`config.mk`:
```
export PLATFORM = sky130hd
export DESIGN_NAME = mem_bus_arbiter
export DESIGN_NICKNAME = d
export VERILOG_FILES = /design/src/rtl/mem_bus_arbiter.sv
export SDC_FILE = /design/constraint.sdc
export NUM_CORES = 1
export LEC_CHECK = 0
export ABC_AREA = 1
export BUFFER_PORTS_ARGS = -buffer_cell sky130_fd_sc_hd__buf_2
export CORE_AREA = 2 2 145 147
export DETAILED_ROUTE_END_ITERATION = 12
export DIE_AREA = 0 0 147 149
export PLACE_DENSITY = 0.67
export SLEW_MARGIN = 20
export SYNTH_ARGS = -nofsm -noshare
export SYNTH_HDL_FRONTEND = slang
export SYNTH_SLANG_ARGS = --single-unit
```
`constraint.sdc`:
```
create_clock -name clock -period 5.9 [get_ports clock]
set_input_delay 1.475 -clock clock [delete_from_list [all_inputs] [get_ports clock]]
set_output_delay 1.475 -clock clock [all_outputs]
set_load 0.02 [all_outputs]
```
`src/rtl/mem_bus_arbiter.sv`:
```
// mem_bus_arbiter: shares the on-chip slave bus between the fetch and data
// ports of the core, granting round-robin with one access in flight.
//
// Ports
//   clock, reset           rising-edge clock, async active-high reset
//   imem_*                 fetch master: valid/addr in, ready/rdata/error out
//   dmem_*                 data master: valid/addr/wdata/wstrb in,
//                          ready/rdata/error out
//   slv_addr/wdata/wstrb   request fields latched at grant, shared by slaves
//   slv_instr              1 when the current access came from the fetch port
//   <s>_valid/ready/rdata  per-slave handshake for rom, uart, clint, axi
//
// Every output comes straight from a flop.
module mem_bus_arbiter #(
    parameter logic [31:0] rom_base   = 32'h0000_0000,
    parameter logic [31:0] rom_top    = 32'h0000_0080,
    parameter logic [31:0] uart_base  = 32'h0100_0000,
    parameter logic [31:0] uart_top   = 32'h0100_0004,
    parameter logic [31:0] clint_base = 32'h0200_0000,
    parameter logic [31:0] clint_top  = 32'h0200_C000,
    parameter logic [31:0] axi_base   = 32'h8000_0000,
    parameter logic [31:0] axi_top    = 32'h9000_0000
) (
    input  logic        clock,
    input  logic        reset,

    input  logic        imem_valid,
    input  logic [31:0] imem_addr,
    output logic        imem_ready,
    output logic [31:0] imem_rdata,
    output logic        imem_error,

    input  logic        dmem_valid,
    input  logic [31:0] dmem_addr,
    input  logic [31:0] dmem_wdata,
    input  logic [3:0]  dmem_wstrb,
    output logic        dmem_ready,
    output logic [31:0] dmem_rdata,
    output logic        dmem_error,

    output logic [31:0] slv_addr,
    output logic [31:0] slv_wdata,
    output logic [3:0]  slv_wstrb,
    output logic        slv_instr,

    output logic        rom_valid,
    output logic        uart_valid,
    output logic        clint_valid,
    output logic        axi_valid,

    input  logic        rom_ready,
    input  logic        uart_ready,
    input  logic        clint_ready,
    input  logic        axi_ready,

    input  logic [31:0] rom_rdata,
    input  logic [31:0] uart_rdata,
    input  logic [31:0] clint_rdata,
    input  logic [31:0] axi_rdata
);

    typedef enum logic [1:0] {
        IDLE,
        ACCESS,
        ERROR,
        DONE
    } state_e;

    // One-hot slave select, bit order {axi, clint, uart, rom}.
    state_e      state_q, state_d;
    logic        last_data_q, last_data_d;
    logic        gnt_data_q, gnt_data_d;
    logic [31:0] addr_q, addr_d;
    logic [31:0] wdata_q, wdata_d;
    logic [3:0]  wstrb_q, wstrb_d;
    logic        instr_q, instr_d;
    logic [3:0]  sel_q, sel_d;

    logic        imem_ready_q, imem_ready_d;
    logic [31:0] imem_rdata_q, imem_rdata_d;
    logic        imem_error_q, imem_error_d;
    logic        dmem_ready_q, dmem_ready_d;
    logic [31:0] dmem_rdata_q, dmem_rdata_d;
    logic        dmem_error_q, dmem_error_d;

    logic        pick_data;
    logic [31:0] req_addr;
    logic [3:0]  req_sel;
    logic [3:0]  slv_ready;
    logic        sel_ready;
    logic [31:0] sel_rdata;
    logic        finish;
    logic [31:0] fin_rdata;
    logic        fin_error;

    // Single unsigned compare covers base <= a < top, and stays
    // meaningful when base is zero.
    function automatic logic in_region(
        input logic [31:0] a,
        input logic [31:0] base,
        input logic [31:0] top
    );
        return (a - base) < (top - base);
    endfunction

    // Data wins only when fetch is idle or fetch had the last grant.
    always_comb begin
        pick_data = dmem_valid & (~imem_valid | ~last_data_q);
        req_addr  = pick_data ? dmem_addr : imem_addr;
        req_sel   = {
            in_region(req_addr, axi_base, axi_top),
            in_region(req_addr, clint_base, clint_top),
            in_region(req_addr, uart_base, uart_top),
            in_region(req_addr, rom_base, rom_top)
        };
    end

    assign slv_ready = {axi_ready, clint_ready, uart_ready, rom_ready};

    // Only the selected slave's ready counts.
    assign sel_ready = |(sel_q & slv_ready);

    assign sel_rdata = ({32{sel_q[0]}} & rom_rdata)
                     | ({32{sel_q[1]}} & uart_rdata)
                     | ({32{sel_q[2]}} & clint_rdata)
                     | ({32{sel_q[3]}} & axi_rdata);

    always_comb begin
        state_d      = state_q;
        last_data_d  = last_data_q;
        gnt_data_d   = gnt_data_q;
        addr_d       = addr_q;
        wdata_d      = wdata_q;
        wstrb_d      = wstrb_q;
        instr_d      = instr_q;
        sel_d        = sel_q;
        imem_ready_d = 1'b0;
        imem_rdata_d = 32'h0;
        imem_error_d = 1'b0;
        dmem_ready_d = 1'b0;
        dmem_rdata_d = 32'h0;
        dmem_error_d = 1'b0;
        finish       = 1'b0;
        fin_rdata    = 32'h0;
        fin_error    = 1'b0;

        unique case (state_q)
            IDLE: begin
                if (imem_valid | dmem_valid) begin
                    last_data_d = pick_data;
                    gnt_data_d  = pick_data;
                    addr_d      = req_addr;
                    wdata_d     = pick_data ? dmem_wdata : 32'h0;
                    wstrb_d     = pick_data ? dmem_wstrb : 4'h0;
                    instr_d     = ~pick_data;
                    sel_d       = req_sel;
                    state_d     = (|req_sel) ? ACCESS : ERROR;
                end
            end
            ACCESS: begin
                if (sel_ready) begin
                    sel_d     = 4'h0;
                    finish    = 1'b1;
                    fin_rdata = sel_rdata;
                    state_d   = DONE;
                end
            end
            ERROR: begin
                finish    = 1'b1;
                fin_error = 1'b1;
                state_d   = DONE;
            end
            DONE: begin
                state_d = IDLE;
            end
            default: begin
                state_d = IDLE;
            end
        endcase

        // Response flops load on entry to DONE and clear on exit,
        // giving a single-cycle ready pulse to the granted master.
        if (finish) begin
            if (gnt_data_q) begin
                dmem_ready_d = 1'b1;
                dmem_rdata_d = fin_rdata;
                dmem_error_d = fin_error;
            end else begin
                imem_ready_d = 1'b1;
                imem_rdata_d = fin_rdata;
                imem_error_d = fin_error;
            end
        end
    end

    // last_data resets to 1 so that fetch wins the first tie.
    always_ff @(posedge clock or posedge reset) begin
        if (reset) begin
            state_q      <= IDLE;
            last_data_q  <= 1'b1;
            gnt_data_q   <= 1'b0;
            addr_q       <= 32'h0;
            wdata_q      <= 32'h0;
            wstrb_q      <= 4'h0;
            instr_q      <= 1'b0;
            sel_q        <= 4'h0;
            imem_ready_q <= 1'b0;
            imem_rdata_q <= 32'h0;
            imem_error_q <= 1'b0;
            dmem_ready_q <= 1'b0;
            dmem_rdata_q <= 32'h0;
            dmem_error_q <= 1'b0;
        end else begin
            state_q      <= state_d;
            last_data_q  <= last_data_d;
            gnt_data_q   <= gnt_data_d;
            addr_q       <= addr_d;
            wdata_q      <= wdata_d;
            wstrb_q      <= wstrb_d;
            instr_q      <= instr_d;
            sel_q        <= sel_d;
            imem_ready_q <= imem_ready_d;
            imem_rdata_q <= imem_rdata_d;
            imem_error_q <= imem_error_d;
            dmem_ready_q <= dmem_ready_d;
            dmem_rdata_q <= dmem_rdata_d;
            dmem_error_q <= dmem_error_d;
        end
    end

    assign imem_ready  = imem_ready_q;
    assign imem_rdata  = imem_rdata_q;
    assign imem_error  = imem_error_q;
    assign dmem_ready  = dmem_ready_q;
    assign dmem_rdata  = dmem_rdata_q;
    assign dmem_error  = dmem_error_q;

    assign slv_addr    = addr_q;
    assign slv_wdata   = wdata_q;
    assign slv_wstrb   = wstrb_q;
    assign slv_instr   = instr_q;

    assign rom_valid   = sel_q[0];
    assign uart_valid  = sel_q[1];
    assign clint_valid = sel_q[2];
    assign axi_valid   = sel_q[3];

endmodule

```
* Word-level counts from Yosys, hierarchy flattened *
Index checks and enable logic that the tools add are counted.
Widths: inputs -> output; s select.

storage, ports and cells
  bits in registers = 145
  input bits = 236
  output and inout bits = 141
  word-level logic and storage cells = 74

operators by class
  add/sub/neg operators = 3
  magnitude comparators = 4
  equal/unequal tests = 5
  multiplexer cells = 27
  bitwise logic cells = 14
  reduce and logical (&&, ||, !) cells = 7

operator list
  operator                count
  $mux 32                 8
  $and 32x32->32          4
  $or 32x32->32           3
  $lt 32x16->1 const B    1
  $lt 32x29->1 const B    1
  $lt 32x3->1 const B     1
  $lt 32x8->1 const B     1
  $sub 32x25->32 const B  1
  $sub 32x26->32 const B  1
  $sub 32x32->32 const B  1
  $mux 4                  3
  $mux 1                  10
  $pmux 2 s4              1
  $pmux 4 s2              1
  $reduce_or 4->1         2
  $mux 2                  3
  $and 4x4->4             1
  $eq 2x2->1 const B      2
  $ne 2x2->1 const B      2
  $reduce_and 2->1        2
  $not 1->1               3
  $reduce_and 3->1        1
  $eq 2x1->1 const B      1
  $logic_not 2->1         1
  other kinds (4)         5

* Logic depth before layout (Yosys ltp) *
  depth after elaboration = 10
  depth in mapped cells = 17
  gate-level depth less buffers = 17

* Worst setup path after synthesis *
OpenSTA, ideal clock, no wires.

  kind = input -> register
  start point = input port dmem_valid
  end point = register state_q[1]
  arrival = 2888 ps
  data required time = 5784 ps
  setup slack = 2896 ps
  cell stages on the path = 17
  buffers on the path = 2
  path through = buf_2 buf_2 nand3_1 nand2_1 inv_1 ha_1 inv_1 nor2_1 nand2_1 inv_1 nand2_1 nor2_1 nor2_1 nand3_1 nand2_1 nand2_1 nand2_1

on the way
  cells in the longest elaborated chain, start to end = 8
  elaborated cells on any way between the ends = 16

ends and longest elaborated chain
  what                                          line  text
  start, declared                               33    input logic dmem_valid,
  $and 1x1->1                                   108   pick_data = dmem_valid & (~imem_valid | ~last_data_q);
  $mux 32                                       109   req_addr = pick_data ? dmem_addr : imem_addr;
  $sub 32x25->32, or another cell as far along  103   return (a - base) < (top - base);
  $lt 32x3->1, or another cell as far along     103
  $reduce_or 4->1                               157   state_d = (|req_sel) ? ACCESS : ERROR;
  $mux 2                                        157
  $mux 2                                        149   if (imem_valid | dmem_valid) begin
  $pmux 2 s4                                    147   unique case (state_q)
  end signal, assigned                          214   state_q <= state_d;
  end, declared                                 70    state_e state_q, state_d;

Parallel ways exist; a longest one is shown, timed or not. The select of a mux whose other input is x is not followed.
A chain may end at the register's enable or synchronous reset.

* Worst setup path in the final report *
  start point = input port imem_valid
  end point = register state_q[1]

on the way
  cells in the longest elaborated chain, start to end = 10
  elaborated cells on any way between the ends = 18

ends and longest elaborated chain
  what                                          line  text
  start, declared                               27    input logic imem_valid,
  $not 1->1                                     108
  $or 1x1->1                                    108
  $and 1x1->1                                   108
  $mux 32                                       109
  $sub 32x25->32, or another cell as far along  103
  $lt 32x3->1, or another cell as far along     103
  $reduce_or 4->1                               157
  $mux 2                                        157
  $mux 2                                        149
  $pmux 2 s4                                    147

Parallel ways exist; a longest one is shown, timed or not. The select of a mux whose other input is x is not followed.

==> flow_summary.yaml <==
floorplanning:
  coreArea_sq_um: 20560
  die-width_um: 147
  start_util: 0.3276
  io_pins: 377
  die_h_um: 149
  rows: 53
  die_area_sq_um: 21900
worst_hold_path:
  holdPathStages: 2
  min_path_type: "flip-flop to flip-flop"
timing:
  setup_viol_count_final: 0
  period_share: 0.5865
  hold_ws_ns: 0.4718
  slew_violations: 0
  tightest_slew_ns: 0.9193
  slew_headroom: 0.3871
  fin_crit_ns: 3.460
  hold_violations: 0
  clock.fmax_ghz: 0.2890
  fin_setup_tns_ns: 0
  clock_skew_ns: 0.01037
  rsz0062_at_grt: "false"
worst_setup_path:
  arrival_ns: 3.76
  endpoint_kind: "flip-flop"
  criticalPathCategory: "primary input to flip-flop"
  startpoint_type: "primary input"
  crit_fanout: 41
  reg2reg_depth: 14
  cp.required_ns: 6.20
power_and_ir_drop:
  worst_ir_drop_vdd_mv: 0.4038
  seqPwrFrac: 0.360
  netSwitchingFraction: 0.4023
  p_leak_nw: 5.302
  p_per_area_nw_per_um2: 412.7
  switchingPower_mw: 1.564
  p_int_mw: 2.323
  p_total_mw: 3.887
  p_clk_frac: 0.278
  power_frac_comb: 0.363
synthesis:
  yosysWarnings: 0
  synth_area_sq_um: 6734
  syn_inst: 871
  synthFlopType: "dfrtp_1"
  synth.ff_latch_count: 145
  async_flop_share: 1.000
  avgSynthCellArea_sq_um: 7.731
  synth_edf_count: 0
  syn-num-nets: 1111
  synth_cell_types: 22
  yosysSeqAreaShare: 0.5390
clock_network:
  postCtsHoldBufs: 0
  cts_root_buf: "clkbuf_16"
  cts_resized: 0
  cts_buffer_depth: 2
  clkSinkCount: 145
  worstSkewPairLatency_ns: 0.42
  post_cts_buffers: 0
  cts_tree: "built"
  cts_max_level: 4
  numCtsBuffers: 17
  cts.clk_slew.worst_paths_ns: 0.06
placed_design:
  gp_congestion: 0.9004
  dp_hpwl_mm: 17.17
  io_buffers: 376
finish:
  regArea_sq_um: 3630
  nNetsFinal: 1460
  drive_gt1_frac: 0.3447
  mostFrequentLayoutCells: "buf_2, nand2_1, dfrtp_1"
  mostFrequentLayoutCell: "buf_2"
  multiInputGateArea_sq_um: 2724
  n_fill_cell: 2088
  antenna_cells: 0
  area_growth_pct: 39.86
detailed_routing:
  drtPass1Iterations: 5
  drt_iter0_drc: 407
  drt_drc_violations_left: 0
  drtAntennaViolNets: 0
  vias: 7029
  vias_per_cell: 4.661
  wire_per_inst_um: 15.69
  drt_wl_total_mm: 23.66
global_route:
  grt_pass1_vias: 6628
  track_usage: 0.2134
  grt.overflow.total: 0
  grt_max_degree: 108
  antenna_found_initial: 0
  grt_pass1_wl_mm: 36.00
job:
  maxCapViolCount: 0
outcome:
  run_status: "finished clean"
==> cells in the mapped netlist (2+ instances only) <==
cell type | n | area share
o21ai_0 | 32 | 0.024
nand3_1 | 61 | 0.045
dfrtp_1 | 144 | 0.54
inv_1 | 41 | 0.023
a31oi_1 | 5 | 0.0046
nand2_1 | 369 | 0.21
inv_2 | 2 | 0.0011
nand4_1 | 33 | 0.031
buf_2 | 17 | 0.013
nand3b_1 | 21 | 0.023
buf_4 | 2 | 0.0022
nor2_1 | 96 | 0.054
ha_1 | 4 | 0.0074
clkbuf_1 | 36 | 0.020
==> path summary, 6_finish.rpt <==
path                             endpoint           from  slack, ns
setup reg to reg               state_q[1]    last_data_q       3.06
min in group asynchronous  imem_rdata[27]          reset       1.01
hold / removal              slv_wdata[24]  slv_wdata[24]       0.47
max in group asynchronous  imem_rdata[14]          reset       3.65
setup / recovery               state_q[1]     imem_valid       2.44
hold reg to reg             slv_wdata[24]  slv_wdata[24]       0.47
==> power by group through the flow <==
stage | logic (mW) | clock network (mW) | registers, mW
after CTS | 1.43 | 1.10 | 1.40
after floorplan | 0.613 | 0 | 1.69
final | 1.41 | 1.08 | 1.40
after global placement | 1.42 | 0 | 1.41
after global routing | 1.57 | 1.15 | 1.43
after detailed placement | 1.44 | 0 | 1.41
==> registers in the layout (all words and copies together), names as in the netlist <==
register,count
dmem_ready,1
dmem_rdata,32
imem_error,1
slv_wdata,32
last_data_q,1
gnt_data_q,1
sel_q,4
slv_instr,1
imem_ready,1
slv_wstrb,4
dmem_error,1
state_q,2
imem_rdata,32
slv_addr,32
==> worst max-delay path, stage by stage <==
cell and delay, ns:
buf_2 0.13, nand2_2 0.37, nand2_4 0.48, inv_1 0.07, buf_4 0.27, nand2_1 0.13
nand2_1 0.06, nor2_1 0.14, nand2_1 0.07, nor2_1 0.12, nand3_1 0.13, nand3_1 0.10
nand2_1 0.05, nand2_1 0.09, nand2_1 0.05
==> metrics by stage <==
stage	worst slack [ns]	cells	area [sq um]	util
floorplan	0.5320	871	6734	-
global placement	2.040	1475	8806	0.4284
detailed placement	1.986	1475	8806	0.4284
CTS	2.435	1507	9390	0.4568
global route	2.105	1508	9418	0.4581
finish	2.440	1508	9418	0.4581
==> cell families after synthesis <==
kind of cell	after synthesis	synth area share
AND/OR/NAND/NOR	583	0.3623
adder cells (fa/ha/maj)	4	0.007432
flip-flops	145	0.5390
AO/OA/AOI/OAI	41	0.03233
buffers and inverters	98	0.05890
==> metal layers <==
layer	part of all wire	track usage	routed length (um)
met3	0.083	0.05688	1953
met1	0.41	0.2711	9660
met5	0	0	0
met4	0.026	0.08029	617
met2	0.48	0.3514	11430
==> cell type report <==
type                            instances  area share
Tap cell                              275     0.03654
Clock buffer                           18     0.04557
Multi-Input combinational cell        628      0.2892
Clock inverter                         14     0.01647
Sequential cell                       145      0.3854
Inverter                               43     0.01767
Timing Repair Buffer                  385      0.2091
Note: power is estimated with default switching activity, not from simulation.
